$ cat src/rtl/vga_timing_gen.sv
// Programmable VGA sync/timing generator with pixel-fetch strobe, matched-delay
// sync/DE pipeline and a built-in test-pattern source.
module vga_timing_gen #(
  parameter int unsigned H_VIZ    = 1024,
  parameter int unsigned H_FP     = 24,
  parameter int unsigned H_SYNC   = 136,
  parameter int unsigned H_BP     = 144,
  parameter int unsigned V_VIZ    = 768,
  parameter int unsigned V_FP     = 3,
  parameter int unsigned V_SYNC   = 6,
  parameter int unsigned V_BP     = 29,
  parameter int unsigned H_POL    = 0,
  parameter int unsigned V_POL    = 0,
  parameter int unsigned PIPE_DLY = 2,
  parameter int unsigned CW       = 11
) (
  input  logic          clk,
  input  logic          rst,
  input  logic          enable,
  input  logic [1:0]    pattern_sel,
  input  logic [11:0]   pix_in,
  output logic          px_req,
  output logic [CW-1:0] px_x,
  output logic [CW-1:0] px_y,
  output logic          line_start,
  output logic          frame_start,
  output logic          h_sync,
  output logic          v_sync,
  output logic          de,
  output logic [3:0]    r,
  output logic [3:0]    g,
  output logic [3:0]    b
);

  localparam int unsigned H_TOTAL  = H_VIZ + H_FP + H_SYNC + H_BP;
  localparam int unsigned V_TOTAL  = V_VIZ + V_FP + V_SYNC + V_BP;
  localparam int unsigned HS_START = H_VIZ + H_FP;
  localparam int unsigned HS_END   = HS_START + H_SYNC;
  localparam int unsigned VS_START = V_VIZ + V_FP;
  localparam int unsigned VS_END   = VS_START + V_SYNC;
  localparam int unsigned BAR_W    = H_VIZ / 8;
  localparam logic        H_ACT    = 1'(H_POL);
  localparam logic        V_ACT    = 1'(V_POL);

  // One delay-line entry: everything that must stay aligned with de.
  typedef struct packed {
    logic        de;
    logic        hs;
    logic        vs;
    logic        ext;
    logic [11:0] rgb;
  } stage_t;

  logic [CW-1:0] h_cnt_q, h_cnt_d;
  logic [CW-1:0] v_cnt_q, v_cnt_d;
  logic [1:0]    pat_q, pat_d;
  logic          run_c;
  logic [1:0]    pat_eff_c;
  logic [2:0]    bar_c;
  logic          chk_c;
  stage_t        stage0_c;
  stage_t        dly_q [PIPE_DLY];
  stage_t        tail_c;

  assign run_c = enable & ~rst;

  always_comb begin
    h_cnt_d = h_cnt_q;
    v_cnt_d = v_cnt_q;
    if (enable) begin
      if (h_cnt_q == CW'(H_TOTAL - 1)) begin
        h_cnt_d = '0;
        v_cnt_d = (v_cnt_q == CW'(V_TOTAL - 1)) ? '0 : v_cnt_q + CW'(1);
      end else begin
        h_cnt_d = h_cnt_q + CW'(1);
      end
    end
  end

  assign px_x        = h_cnt_q;
  assign px_y        = v_cnt_q;
  assign line_start  = run_c && (h_cnt_q == '0);
  assign frame_start = line_start && (v_cnt_q == '0);
  assign px_req      = run_c && (h_cnt_q < CW'(H_VIZ)) && (v_cnt_q < CW'(V_VIZ));

  // The frame's first pixel already uses the newly selected pattern.
  assign pat_eff_c = frame_start ? pattern_sel : pat_q;
  assign pat_d     = pat_eff_c;
  assign bar_c     = 3'(h_cnt_q / CW'(BAR_W));
  assign chk_c     = 1'((h_cnt_q >> 5) ^ (v_cnt_q >> 5));

  always_comb begin
    stage0_c     = '0;
    stage0_c.de  = px_req;
    stage0_c.hs  = run_c && (h_cnt_q >= CW'(HS_START)) && (h_cnt_q < CW'(HS_END));
    stage0_c.vs  = run_c && (v_cnt_q >= CW'(VS_START)) && (v_cnt_q < CW'(VS_END));
    unique case (pat_eff_c)
      2'd0: stage0_c.ext = 1'b1;
      2'd1: stage0_c.rgb = {{4{~bar_c[1]}}, {4{~bar_c[2]}}, {4{~bar_c[0]}}};
      2'd2: stage0_c.rgb = chk_c ? 12'hFFF : 12'h000;
      default: stage0_c.rgb = 12'hFFF;
    endcase
  end

  always_ff @(posedge clk) begin
    if (rst) begin
      h_cnt_q <= '0;
      v_cnt_q <= '0;
      pat_q   <= '0;
    end else begin
      h_cnt_q <= h_cnt_d;
      v_cnt_q <= v_cnt_d;
      pat_q   <= pat_d;
    end
  end

  // Delay line keeps shifting while disabled so the outputs drain to blank.
  always_ff @(posedge clk) begin
    if (rst) begin
      for (int i = 0; i < PIPE_DLY; i++) dly_q[i] <= '0;
    end else begin
      dly_q[0] <= stage0_c;
      for (int i = 1; i < PIPE_DLY; i++) dly_q[i] <= dly_q[i-1];
    end
  end

  assign tail_c    = dly_q[PIPE_DLY-1];
  assign de        = tail_c.de;
  assign h_sync    = tail_c.hs ? H_ACT : ~H_ACT;
  assign v_sync    = tail_c.vs ? V_ACT : ~V_ACT;
  // External pixels arrive already delayed by the fetch pipeline.
  assign {r, g, b} = !tail_c.de ? 12'h000 : (tail_c.ext ? pix_in : tail_c.rgb);

endmodule

$ cat config.mk
export PLATFORM = sky130hd
export DESIGN_NAME = vga_timing_gen
export DESIGN_NICKNAME = d
export VERILOG_FILES = /design/src/rtl/vga_timing_gen.sv
export SDC_FILE = /design/constraint.sdc
export NUM_CORES = 1
export LEC_CHECK = 0
export ABC_AREA = 1
export BUFFER_PORTS_ARGS = -buffer_cell sky130_fd_sc_hd__buf_2
export CAP_MARGIN = 25
export CORE_UTILIZATION = 42
export DETAILED_ROUTE_END_ITERATION = 7
export PLACE_DENSITY_LB_ADDON = 0.3
export SLEW_MARGIN = 20
export SYNTH_ARGS = -nofsm -noshare
export SYNTH_HDL_FRONTEND = slang
export SYNTH_SLANG_ARGS = --single-unit
$ cat constraint.sdc
create_clock -name clk -period 1.6 [get_ports clk]
set_input_delay 0.24 -clock clk [delete_from_list [all_inputs] [get_ports clk]]
set_output_delay 0.24 -clock clk [all_outputs]
set_load 0.05 [all_outputs]
==> results of run 1 <==
cell usage after synthesis, types with 2 or more instances:
library cell / instances
nand2_1: 72
xor2_1: 5
clkbuf_1: 5
a211oi_1: 2
a21oi_1: 25
nand2_2: 4
nor2_1: 40
inv_1: 52
nor3_1: 13
ha_1: 5
o21ai_0: 5
nor2_2: 5
nor3b_1: 2
dfxtp_1: 38
inv_2: 3
nand3b_1: 2
a31oi_1: 2
nand4_1: 11
nand3_1: 26
worst max-delay path, stage by stage, from the launching register on:
cell	delay, ps
dfxtp_4	370
inv_4	60
ha_4	130
nand3_2	70
nor2_2	180
nand2_4	90
clkinvlp_4	80
buf_8	130
per-stage QoR:
| stage | total power, mW | TNS (ps) | utilization (%) |
|---|---|---|---|
| CTS | 1.91 | -102 | 61.9 |
| global placement | 1.27 | 0 | 58.3 |
| floorplan | 1.19 | -165 | - |
| global route | 2.02 | -891 | 67.1 |
| detailed placement | 1.27 | 0 | 58.3 |
| finish | 1.93 | -261 | 67.1 |
registers in the layout, summed over array words and instances (netlist names):
signal / cells
pat_q: 2
dly_q: 14
px_x: 11
px_y: 11
metal layers:
layer	vias up	part of all wire (%)	GRT usage [%]
met1	1121	42	29.4
met4	0	2.6	7.48
li1	1236	-	-
met2	132	48	39.5
met3	26	7.6	3.29
met5	-	0	0
worst paths after layout:
check | startpoint | end | depth (start not counted)
min | enable | px_x[0] | 3
max | px_y[0] | frame_start | 7
min reg2reg | dly_q[0][12] | dly_q[0][28] | 2
max reg2reg | px_x[5] | px_y[10] | 8
what timing repair did:
item / 4_1_cts / 5_1_grt
pin swaps: 5 / 7
resized for setup: 29 / 42
buffers inserted: 2 / 12
gates cloned: 0 / 1
endpoints found under the setup margin: 15 / 32
power by group:
part	switching (mW)	total (mW)	internal (mW)	leakage (nW)
registers	0.0168	0.982	0.966	0.318
clock network	0.335	0.637	0.302	0.0450
logic	0.201	0.308	0.107	1.08
area by class of cell:
type	count	area share, %
Sequential cell	38	24.7
Clock inverter	2	0.310
Timing Repair inverter	1	0.232
Clock buffer	6	2.25
Multi-Input combinational cell	228	43.9
Tap cell	67	2.59
Timing Repair Buffer	93	19.2
Inverter	55	6.78
logic make-up (layout without fill, tap and decap cells):
group           Yosys count  in the layout  synth area share [%]
simple gates            179            179                  38.0
buf+inv                  62            157                  11.1
compound gates           38             38                  9.85
flops                    38             38                  35.6
xor+xnor                  6              6                  2.46
fa+ha+maj                 5              5                  2.93
==> results_dict.tcl, run 1 <==
set metrics [dict create \
    whs_ps 278 \
    track_usage_pct 22.9 \
    drv_cap 0 \
    crit_type "reg2out" \
    placedInstanceArea_sq_um 2810 \
    drive_gt1_share_pct 42.1 \
    place_congestion 0.952 \
    ys_ff_latch 38 \
    fill_cells 409 \
    yosysWarnings 0 \
    start_kind "flip-flop" \
    hold_buffers 0 \
    end_kind "output port" \
    core-area_sq_um 4820 \
    status "finished, violations left" \
    start_util_pct 44.3 \
    drt-wirelength-per-cell_microns 13.1 \
    dpl.cell_count 467 \
    layout_common_cells "nand2_1, buf_4, inv_1, buf_2, nor2_1" \
    ys_seq_area_share_pct 35.6 \
    final-hold-violation-count 0 \
    period_needed_ps 1640 \
    clk_latency_ps 290 \
    pre_cts_ws_ps 61.0 \
    syn_avg_cell_area_sq_um 6.51 \
    grt_pass1_wl_microns 9510 \
    async_reset_ff_share_pct 0 \
    dr_total_vias 2515 \
    arrival_ps 1400 \
    routed_via_density 5.13 \
    fmax_mhz 609 \
    routed_wl_microns 6400 \
    fin_area_sq_um 3230 \
    port_buffers 56 \
    violations "negative setup slack" \
    clkTransAtPathRegs_ps 70 \
    dieArea_sq_um 5370 \
    maxSlewViolCount 0 \
    synth_cell_types 30 \
    slew-limit-headroom_pct 76.1 \
    crit_path_max_fanout 4 \
    dr.pass1.iters 5 \
    powerDensity_nw_per_um2 596 \
    final_cells 490 \
    synth_ff_type "dfxtp_1" \
    p_leak_nw 1.45 \
    worst_pin_slew_ps 355 \
    clockRootBuffer "clkbuf_8" \
    cts_tree "built" \
    seqCellArea_sq_um 797 \
    synth_nets 350 \
    num_rows 25 \
    antenna_found_initial 0 \
    finClkSkew_ps 6.61 \
    required_ps 1360 \
    hp-class "in2reg" \
    die_h_microns 73.3 \
    r2r_slack_ps -40 \
    grt_max_degree 23 \
    rsz0062_at_grt "yes" \
    cts_htree_levels 2 \
    drc 0 \
    antenna_left 0 \
    layout.nets 444 \
    numCtsBuffers 5 \
    setup_viol_count_final 11 \
    final_common_cell "nand2_1" \
    hpwl_microns 4170 \
    cts_sinks 38 \
    syn_inst 328 \
    diodes 0 \
    fin_crit_sh_pct 103 \
    yosysTopAreaCell "dfxtp_1" \
    area_growth_pct 51.4 \
    setup_slack_ps -42.1 \
    grt_pass1_vias 2150 \
    synth.area.top_cells "dfxtp_1, nand2_1, inv_1" \
    peakVddDrop_v 0.000352 \
    synth_edf_count 0 \
    grt-ovfl-total 0 \
    drt_iter0_markers 157 \
    multi_input_area_sq_um 1420 \
    netlist.area_leader.share_pct 35.6 \
    die_x_microns 73.3 \
    boundaryPins 57 \
    netlist_area_sq_um 2130 \
    clk_path_buf_depth 2 \
]
Power figures use the tool's default switching activity.
==> run 2, diff against run 1 <==
--- a/config.mk
+++ b/config.mk
@@ -10,6 +10,7 @@
 export CAP_MARGIN = 25
 export CORE_UTILIZATION = 42
 export DETAILED_ROUTE_END_ITERATION = 7
+export MAX_ROUTING_LAYER = met4
 export PLACE_DENSITY_LB_ADDON = 0.3
 export SLEW_MARGIN = 20
 export SYNTH_ARGS = -nofsm -noshare
==> run 2 against run 1 <==
  * The run still ends with negative setup slack left
  * Global-route usage up 0.65 points
  * Clock skew is essentially flat
  * Register-to-register slack better by 30 ps
  * Worst hold slack improved by 1.3 ps
  * First-iteration DRC count increased by 27%
  * Sequential power about the same
  * Design area unchanged
  * Count of clock-buffer cells in the layout did not move
  * Combinational power is essentially flat
  * Total power is essentially flat
  * Non-clock buffer count stayed put
  * Critical path type unchanged
  * Critical endpoint unchanged
  * Highest routed layer unchanged
==> results_dict.tcl, run 2 (synthesized netlist as in run 1, its figures left out) <==
set metrics [dict create \
    clockRootBuffer "clkbuf_8" \
    drv_cap 0 \
    track_usage_pct 23.5 \
    hp-start "enable" \
    clk_path_buf_depth 2 \
    crit_path_max_fanout 6 \
    cts_tree "built" \
    fin_crit_sh_pct 103 \
    r2r_cells 8 \
    status "finished, violations left" \
    antenna_left 0 \
    crit_path_end "frame_start" \
    routed_wl_microns 6340 \
    slowest_delay_ps 380 \
    hp-class "in2reg" \
    final-hold-violation-count 0 \
    setup_viol_count_final 6 \
    seq_power_share_pct 50.9 \
    die_h_microns 73.3 \
    numCtsBuffers 5 \
    worstPathCellList "nor2_4 -> nand4_1 -> nor2_4 -> nand2_4 -> clkinvlp_4 -> buf_8" \
    fin_util_pct 67.1 \
    placedInstanceArea_sq_um 2810 \
    drt_iter0_markers 199 \
    setup_slack_ps -49.4 \
    finClkSkew_ps 6.64 \
    clk_latency_ps 290 \
    period_needed_ps 1650 \
    dpl.cell_count 467 \
    clkTransAtPathRegs_ps 70 \
    dr_total_vias 2483 \
    slew-limit-headroom_pct 77.4 \
    die_x_microns 73.3 \
    hpwl_microns 4170 \
    cpLargestDelayFamily "simple AND/OR/NAND/NOR gates" \
    crit_type "reg2out" \
    grt_max_degree 23 \
    layout_common_cells "nand2_1, buf_4, inv_1, buf_2, nor2_1" \
    fill_cells 409 \
    cp_slowest_cell "dfxtp_4" \
    p_int_mw 1.37 \
    maxSlewViolCount 0 \
    final_common_cell "nand2_1" \
    end_kind "output port" \
    clkPwrFrac_pct 33.1 \
    final_cells 490 \
    dr.pass1.iters 4 \
    peakVddDrop_v 0.000352 \
    arrival_ps 1410 \
    required_ps 1360 \
    grt-ovfl-total 0 \
    grt_pass1_vias 2152 \
    worst-path-buf-inv 2 \
    p_comb_share_pct 16.0 \
    cts_htree_levels 2 \
    largest_register_ff_count 14 \
    num_rows 25 \
    port_buffers 56 \
    hold_buffers 0 \
    largest-register "dly_q" \
    grt_pass1_wl_microns 9490 \
    fin_area_sq_um 3230 \
    start_kind "flip-flop" \
    routed_via_density 5.07 \
    p_leak_nw 1.45 \
    startpoint "px_x[5]" \
    worst_pin_slew_ps 337 \
    layout.nets 444 \
    start_util_pct 44.3 \
    setup-tns-final_ps -88.2 \
    rsz0062_at_grt "yes" \
    p_sw_share_pct 28.7 \
    diodes 0 \
    antenna_found_initial 0 \
    fmax_mhz 606 \
    boundaryPins 57 \
    cts_sinks 38 \
    area_growth_pct 51.4 \
    r2r_slack_ps -10 \
    crit_top_cell "nor2_4" \
    r2r_start "px_x[5]" \
    drt-wirelength-per-cell_microns 12.9 \
    powerDensity_nw_per_um2 597 \
    pre_cts_ws_ps 61.0 \
    dieArea_sq_um 5370 \
    worstSetupPathDepth 6 \
    core-area_sq_um 4820 \
    netSwitchingPower_mw 0.554 \
    violations "negative setup slack" \
    drive_gt1_share_pct 42.1 \
    place_congestion 0.969 \
    drc 0 \
    timing.rr.end "px_y[10]" \
]
-- run 2: cell counts in the layout (fill, tap and decap cells not counted) --
Identical to the previous run, type by type.
-- run 2: power groups by stage --
stage	Combinational, mW	Clock [mW]	Sequential [mW]
2_1_floorplan	0.168	0	1.02
3_3_place_gp	0.261	0	1.00
3_5_place_dp	0.264	0	1.01
4_1_cts	0.284	0.646	0.984
5_1_grt	0.337	0.698	0.986
6_report	0.308	0.638	0.982
-- run 2: worst min-delay path, cell delays in order --
cell and delay (ps):
buf_2 160, nand2_1 80, a21oi_1 60
-- run 2: area by class of cell --
type,instances,area [sq um],area share (%)
inverter,55,219,6.78
clock buffer,6,72.6,2.25
multi-input combinational,228,1420,43.9
sequential,38,797,24.7
tap,67,83.8,2.59
timing repair inverter,1,7.51,0.232
timing repair buffer,93,622,19.2
clock inverter,2,10.0,0.310
-- run 2: worst min path at each step --
stage              endpoint  slack (ps)  cells past startpoint
4_1_cts             px_x[0]         250                      3
2_1_floorplan      pat_q[1]         320                      1
6_report            px_x[0]         280                      3
5_1_grt             px_x[0]         320                      3
3_3_place_gp   dly_q[0][31]         380                      2
3_5_place_dp   dly_q[0][31]         390                      2
-- run 2: stage by stage --
step	hold slack (ps)	total power, mW
floorplan	318	1.19
global placement	384	1.27
detailed placement	388	1.27
CTS	253	1.91
global route	316	2.02
finish	280	1.93
-- run 2: per-layer routing --
layer | vias to the layer above | track usage [%] | wire length [microns]
met4 | 0 | 6.20 | 187
li1 | 1237 | - | -
met5 | - | - | 0
met1 | 1104 | 29.4 | 2590
met3 | 26 | 3.84 | 488
met2 | 116 | 39.6 | 3070
-- run 2: repair_timing --
action,in CTS,in global routing
setup endpoints to repair,15,32
setup buffers,2,12
resized for setup,29,42
pin swaps,5,7
gates cloned,0,1
